<file path="src/rtl/led_seq_ctrl.sv">
// rtl/led_seq_ctrl.sv - switch debounce, mode/speed decode and step/load sequencer for the LED pattern datapath
module led_seq_ctrl #(
  parameter int DB_CYC = 50_000,
  parameter int PER0   = 999_999,
  parameter int PER1   = 1_499_999,
  parameter int PER2   = 2_499_999,
  parameter int PER3   = 4_999_999
) (
  input  logic       clk_in,
  input  logic       rst_n,
  input  logic [3:0] sw,
  output logic       step,
  output logic [1:0] mode,
  output logic [1:0] speed,
  output logic       load
);

  localparam int DBW = $clog2(DB_CYC + 1);
  localparam logic [DBW-1:0] DB_LAST = DBW'(DB_CYC - 1);

  localparam logic [22:0] P0 = 23'(PER0);
  localparam logic [22:0] P1 = 23'(PER1);
  localparam logic [22:0] P2 = 23'(PER2);
  localparam logic [22:0] P3 = 23'(PER3);

  localparam logic [1:0] ST_INIT   = 2'd0;
  localparam logic [1:0] ST_RUN    = 2'd1;
  localparam logic [1:0] ST_RELOAD = 2'd2;

  logic [3:0]     sync1, sync2, db;
  logic [DBW-1:0] db_cnt [4];
  logic [1:0]     state;
  logic [22:0]    cnt;
  logic [22:0]    per_sel;
  logic [1:0]     mode_dec;
  logic           mode_chg, spd_chg, change;
  logic           load_pend;

  // Each bit flips only after DB_CYC consecutive cycles of disagreement.
  always_ff @(posedge clk_in or negedge rst_n) begin
    if (!rst_n) begin
      sync1 <= '0;
      sync2 <= '0;
      db    <= '0;
      for (int i = 0; i < 4; i++) db_cnt[i] <= '0;
    end else begin
      sync1 <= sw;
      sync2 <= sync1;
      for (int i = 0; i < 4; i++) begin
        if (sync2[i] == db[i]) begin
          db_cnt[i] <= '0;
        end else if (db_cnt[i] == DB_LAST) begin
          db_cnt[i] <= '0;
          db[i]     <= sync2[i];
        end else begin
          db_cnt[i] <= db_cnt[i] + DBW'(1);
        end
      end
    end
  end

  always_comb begin
    mode_dec = 2'b10;
    if (db[0])      mode_dec = 2'b00;
    else if (db[1]) mode_dec = 2'b01;
  end

  always_comb begin
    per_sel = P0;
    case (speed)
      2'b00:   per_sel = P0;
      2'b01:   per_sel = P1;
      2'b10:   per_sel = P2;
      default: per_sel = P3;
    endcase
  end

  assign mode_chg = (mode_dec != mode);
  assign spd_chg  = (db[3:2] != speed);
  assign change   = mode_chg | spd_chg;

  // step and load are registered pulses; a change always beats a terminal count.
  always_ff @(posedge clk_in or negedge rst_n) begin
    if (!rst_n) begin
      state     <= ST_INIT;
      cnt       <= '0;
      step      <= 1'b0;
      load      <= 1'b0;
      mode      <= 2'b10;
      speed     <= 2'b00;
      load_pend <= 1'b0;
    end else begin
      mode  <= mode_dec;
      speed <= db[3:2];
      step  <= 1'b0;
      load  <= 1'b0;
      case (state)
        ST_INIT: begin
          cnt   <= '0;
          load  <= 1'b1;
          state <= ST_RUN;
        end
        ST_RUN: begin
          if (change) begin
            cnt       <= '0;
            load_pend <= mode_chg;
            state     <= ST_RELOAD;
          end else if (cnt == per_sel) begin
            cnt  <= '0;
            step <= 1'b1;
          end else begin
            cnt <= cnt + 23'd1;
          end
        end
        ST_RELOAD: begin
          cnt  <= '0;
          load <= load_pend;
          if (change) load_pend <= mode_chg;
          else        state     <= ST_RUN;
        end
        default: begin
          cnt   <= '0;
          state <= ST_INIT;
        end
      endcase
    end
  end

endmodule

</file>
<file path="config.mk">
export PLATFORM = sky130hd
export DESIGN_NAME = led_seq_ctrl
export DESIGN_NICKNAME = d
export VERILOG_FILES = /design/src/rtl/led_seq_ctrl.sv
export SDC_FILE = /design/constraint.sdc
export NUM_CORES = 1
export LEC_CHECK = 0
export ABC_AREA = 1
export BUFFER_PORTS_ARGS = -buffer_cell sky130_fd_sc_hd__buf_2
export CAP_MARGIN = 10
export CORE_ASPECT_RATIO = 0.7
export CORE_MARGIN = 2
export CORE_UTILIZATION = 62
export CTS_CLUSTER_DIAMETER = 200
export DETAILED_ROUTE_END_ITERATION = 16
export PLACE_DENSITY_LB_ADDON = 0.25
export REMOVE_ABC_BUFFERS = 1
export SETUP_SLACK_MARGIN = 0.3
export SLEW_MARGIN = 25
export SYNTH_ARGS = -nofsm -noshare
export SYNTH_HDL_FRONTEND = slang
export SYNTH_SLANG_ARGS = --single-unit
</file>
<file path="constraint.sdc">
create_clock -name clk_in -period 4.55 [get_ports clk_in]
set_input_delay 0.91 -clock clk_in [delete_from_list [all_inputs] [get_ports clk_in]]
set_output_delay 0.91 -clock clk_in [all_outputs]
set_load 0.005 [all_outputs]
</file>
# --- Word level (Yosys, flattened, before mapping) ---
# Cells that the tools add are included.
totals:
  ram_bits: 0
  latch_bits: 0
  input_bits: 6
  mem_bits_ro: 0
  n_memories: 0
  word_cells: 74
  output_inout_bits: 6
  regBits: 108
classes:
  eq_ne: 17
  magnitude_cmp: 0
  n_mul: 0
  n_addsub: 5
  n_mux: 21
  bitwise_logic: 5
  div: 0
  shifts: 0
  reduce_logical: 9
ops:
  columns: ["cell", "count"]
  rows:
  - ["two-way mux 16 bit", 8]
  - ["two-way mux 23 bit", 3]
  - ["case mux 23 bit (3 select lines)", 1]
  - ["adder 16 x 1 -> 16 bit, second input constant", 4]
  - ["equality test 16 bit, second input constant", 4]
  - ["adder 23 x 1 -> 23 bit, second input constant", 1]
  - ["equality test 23 bit", 1]
  - ["AND reduction 2 bit", 6]
  - ["two-way mux 2 bit", 4]
  - ["case mux 2 bit (3 select lines)", 1]
  - ["equality test 1 bit", 4]
  - ["equality test 2 x 1 -> 1 bit, second input constant", 2]
  - ["equality test 2 bit, second input constant", 2]
  - ["logical NOT 2 bit", 2]
  - ["!= test 2 bit", 2]
  - ["!= test 2 bit, second input constant", 2]
  - ["inverter 1 bit", 4]
  - ["two-way mux 1 bit", 3]
  - ["case mux 1 bit (2 select lines)", 1]
  - ["OR reduction 2 bit", 1]
  - ["bitwise OR 1 bit", 1]

# --- Logic depth before layout (Yosys ltp) ---
logic_depth:
  depth_word: 6
  mapped_depth: 13

# --- Worst setup path after synthesis ---
# Ideal clock, no wire load.
synth_timing:
  path_kind: "register -> register"
  startpoint: "register speed[0]"
  endpoint: "register cnt[2]"
  path_slack_ps: 2821
  arrival_time_ps: 1609
  path_buffers: 1
  stages_incl_launch_ff: 12
  setup_ps: 121
  path_cell_list: "dfrtp_1 > inv_1 > ha_1 > inv_1 > nand2_1 > nand2_1 > nand3_1 > nor2_1 > nand3_2 > nand2_4 > buf_6 > nor2_2"
synth_via:
  elab_chain_cells: 6
  elab_cells_between_ends: 10
  cone_classes: "4 x eq/ne; 4 x mux; 1 x bitwise; 1 x reduce/logical"
synth_rtl:
  columns: ["element", "line", "rtl"]
  rows:
  - ["start, declared", "14", "output logic [1:0] speed,"]
  - ["start signal, assigned", "94", "speed <= db[3:2];"]
  - ["equality test 2 bit, or another cell as far along", "70", "case (speed)"]
  - ["case mux 23 bit (3 select lines)", "70", null]
  - ["equality test 23 bit", "108", "end else if (cnt == per_sel) begin"]
  - ["two-way mux 23 bit", "108", null]
  - ["two-way mux 23 bit *", "104", "if (change) begin"]
  - ["two-way mux 23 bit *", "97", "case (state)"]
  - ["end signal, assigned", "112", "cnt <= cnt + 23'd1;"]
  - ["end, declared", "33", "logic [22:0] cnt;"]
# Every way passes the cells marked *; elsewhere a longest branch is shown, timed or not.
# A chain may end at the register's enable or synchronous reset.

# --- Worst setup path in the final report ---
layout_timing:
  startpoint: "register speed[0]"
  endpoint: "register cnt[22]"
# Same word-level chain as after synthesis.

==> run metrics <==
CP endpoint kind=flop; final setup fails=0; fin crit period=2120 ps; gr ovfl total=0; Post-Syn Area=a little under 6000 µm²; Post-CTS Hold Buffers=0; die area=10300 µm²; Max IR drop VDD=0.208 mV; initial antenna violation count=0; Hold Fails Final Rpt=0; vias post-DR=about 4900; Die Span Y=roughly 86 µm; CTS tree=yes; Pre-antenna DRT Iters=5; register-to-register setup slack=2430 ps; Mean Syn Cell Area=7.51 µm²; CTS Sinks=between 100 and 150; total power=1.77 mW; slew margin rel.=0.616; Worst-path clk slew=70 ps; multi-input combinational cell area=2730 µm²; Critical Path AT=2330 ps; Avg Vias per Cell=5.27; Horiz. Die Dim=121 µm; final RePlAce weighted congestion=0.988; standard-cell rows=29; sequential-to-total area share from yosys stat=0.458; Synth Register Bits=108; PD cells=about 280 nW/µm²; synth top area cells=dfrtp_1, nand2_1, nor2_1, inv_1, nand3_1; Distinct cells, synth=30; Lkg Pwr=around 3.1 nW; switching share of power=0.221; clock network power share=0.415; leading area contributor after synthesis=dfrtp_1; FF/Latch Area=around 2700 µm²; n_diodes=0; Post-CTS Resized=0; Comb power frac=0.030; RR Endpoint=cnt[22]; WL per Instance=13.3 µm; Worst Setup Path Type=flop to flop; share of cells above drive strength 1=0.0840; Clock Latency Late Sink=340 ps; Setup Buffers After CTS=0; WHS=350 ps; Critical Path RT=4760 ps; CTS buffer count=9; Worst-Margin Slew=571 ps; clk_skew=6.06 ps; number of max-cap violations=0; r2r worst-path depth=11; largest net degree at the start of global routing=42; CTS root buf=clkbuf_16; CTS max path bufs=2; RSZ-0062 raised after global routing=no; Port Buffer Count=11; Total Neg Setup Slack=0 ps; antenna viol nets, final=0; Hold Path Depth=0; Fmax=roughly 0.47 GHz; Min-Delay Startpoint=sync1[2]; drt drc=0; reg2reg start=speed[0]; Worst Hold End=sync2[2]; total internal power=1.38 mW; # fillers=roughly 750; status=finished, final reports clean; hold crit path type=flop to flop; Psw=391 µW; core box area=roughly 9100 µm²; initial DRC count=521; Gate Count Post-Synth=786; Starting Density=0.645; fin crit share=0.466; GRT Total Usage=0.260; Yosys Warn Count=0; post-synth top area share=0.454; Final #Nets=about 820; IO Pins=12; Worst Path Max Fanout=21; Critical Path Source Type=flop; Seq pwr share=0.555; Final Slew Violations=0; final wirelength=roughly 12 mm; global-route wire length before repair=21.6 mm; CTS H-tree depth=3; post-DP HPWL=9.15 mm; vias in the first global route=4759; Area Growth Syn to Fin=7.93%
metal layers:
| layer | routed length, µm | vias up | track usage |
|---|---|---|---|
| li1 | - | 2474 | - |
| met1 | 5810 | 2274 | 0.363 |
| met2 | 5600 | 146 | 0.417 |
| met3 | 783 | 26 | 0.0572 |
| met4 | 225 | 0 | 0.0729 |
| met5 | 0 | - | 0 |
power groups by stage:
stage / clock network, mW / logic (mW) / registers [mW]
6_report: 0.734 / 0.0525 / 0.980
5_1_grt: 0.783 / 0.0627 / 0.981
4_1_cts: 0.747 / 0.0543 / 0.980
3_5_place_dp: 0 / 0.0543 / 0.998
3_3_place_gp: 0 / 0.0520 / 0.998
2_1_floorplan: 0 / 0.0245 / 0.997
kinds of logic (layout without fill, tap and decap cells):
kind of cell	Yosys count	count (layout)	synth area share
and+or+nand+nor	468	468	0.344
buffers and inverters	119	143	0.0793
DFF	108	108	0.458
AOI/OAI and AO/OA	41	41	0.0367
xor gates and xnor gates	38	38	0.0564
adders and majority gates	12	12	0.0255
worst max-delay path: stages, from the launching register on:
cell,delay (ps)
dfrtp_1,430
inv_1,100
ha_1,370
inv_1,110
nand2_1,80
nand2_1,50
nor2_1,100
nand2_1,60
nor2_1,140
nand3_2,130
nand2_4,330
nor2_1,100
registers in the layout (all words and copies together), names as in the netlist:
signal / flops
sync1: 4
state: 2
cnt: 23
db: 4
load_pend: 1
db_cnt: 64
mode: 2
load: 1
speed: 2
step: 1
sync2: 4
worst max path at each step:
stage	from	endpoint	slack, ps	depth (start not counted)
finish	speed[0]	cnt[22]	2430	11
global route	speed[1]	cnt[22]	2250	11
CTS	speed[0]	cnt[22]	2420	11
detailed placement	speed[0]	cnt[22]	2430	11
global placement	speed[0]	cnt[22]	2550	11
floorplan	speed[0]	cnt[22]	2750	10
through the flow:
stage	instances	area [µm²]	worst slack, ps	utilization
floorplan	781	5860	2750	-
global placement	918	6090	2550	0.666
detailed placement	918	6090	2430	0.666
CTS	934	6370	2420	0.696
global route	934	6370	2250	0.696
finish	934	6370	2430	0.696
synthesized netlist by cell type:
cell type and count:
nor2_4 3, nand4_1 6, nand2_1 189, nand2_2 4, nor3b_1 2, xnor2_1 7, nand3_1 62, inv_1 111
nor2_1 136, buf_6 2, ha_1 12, inv_2 2, o21bai_1 1, a21oi_1 24, nor3_1 36, nand3_2 2
nand2_4 1, buf_4 1, dfrtp_1 107, a211oi_1 1, a31oi_1 5, buf_2 1, nor2_2 22, o21ai_0 10
clkinv_2 1, dfstp_2 1, xor2_1 31, clkbuf_1 1, nor4_2 1, or2_2 4
layout by cell type (no fill, tap or decap), types with 2 or more instances in the layout:
cell / synthesis / layout
a21oi_1: 24 / 24
a31oi_1: 5 / 5
buf_2: 1 / 10
buf_4: 1 / 3
clkbuf_1: 1 / 2
clkbuf_16: 0 / 9
clkinvlp_4: 0 / 2
dfrtp_1: 107 / 107
ha_1: 12 / 12
inv_1: 111 / 111
inv_2: 2 / 2
nand2_1: 189 / 189
nand2_2: 4 / 4
nand3_1: 62 / 62
nand3_2: 2 / 2
nand4_1: 6 / 6
nor2_1: 136 / 136
nor2_2: 22 / 22
nor2_4: 3 / 3
nor3_1: 36 / 36
nor3b_1: 2 / 2
o21ai_0: 10 / 10
or2_2: 4 / 4
xnor2_1: 7 / 7
xor2_1: 31 / 31
cell type report:
| type | count | share of cell area |
|---|---|---|
| flip-flops and latches | 108 | 0.425 |
| well taps | 124 | 0.0244 |
| inverters | 114 | 0.0674 |
| clock inverters | 4 | 0.00511 |
| multi-input cells | 559 | 0.428 |
| clock buffers | 12 | 0.0387 |
| repair buffers | 13 | 0.0114 |
Note: power is estimated with default switching activity, not from simulation.
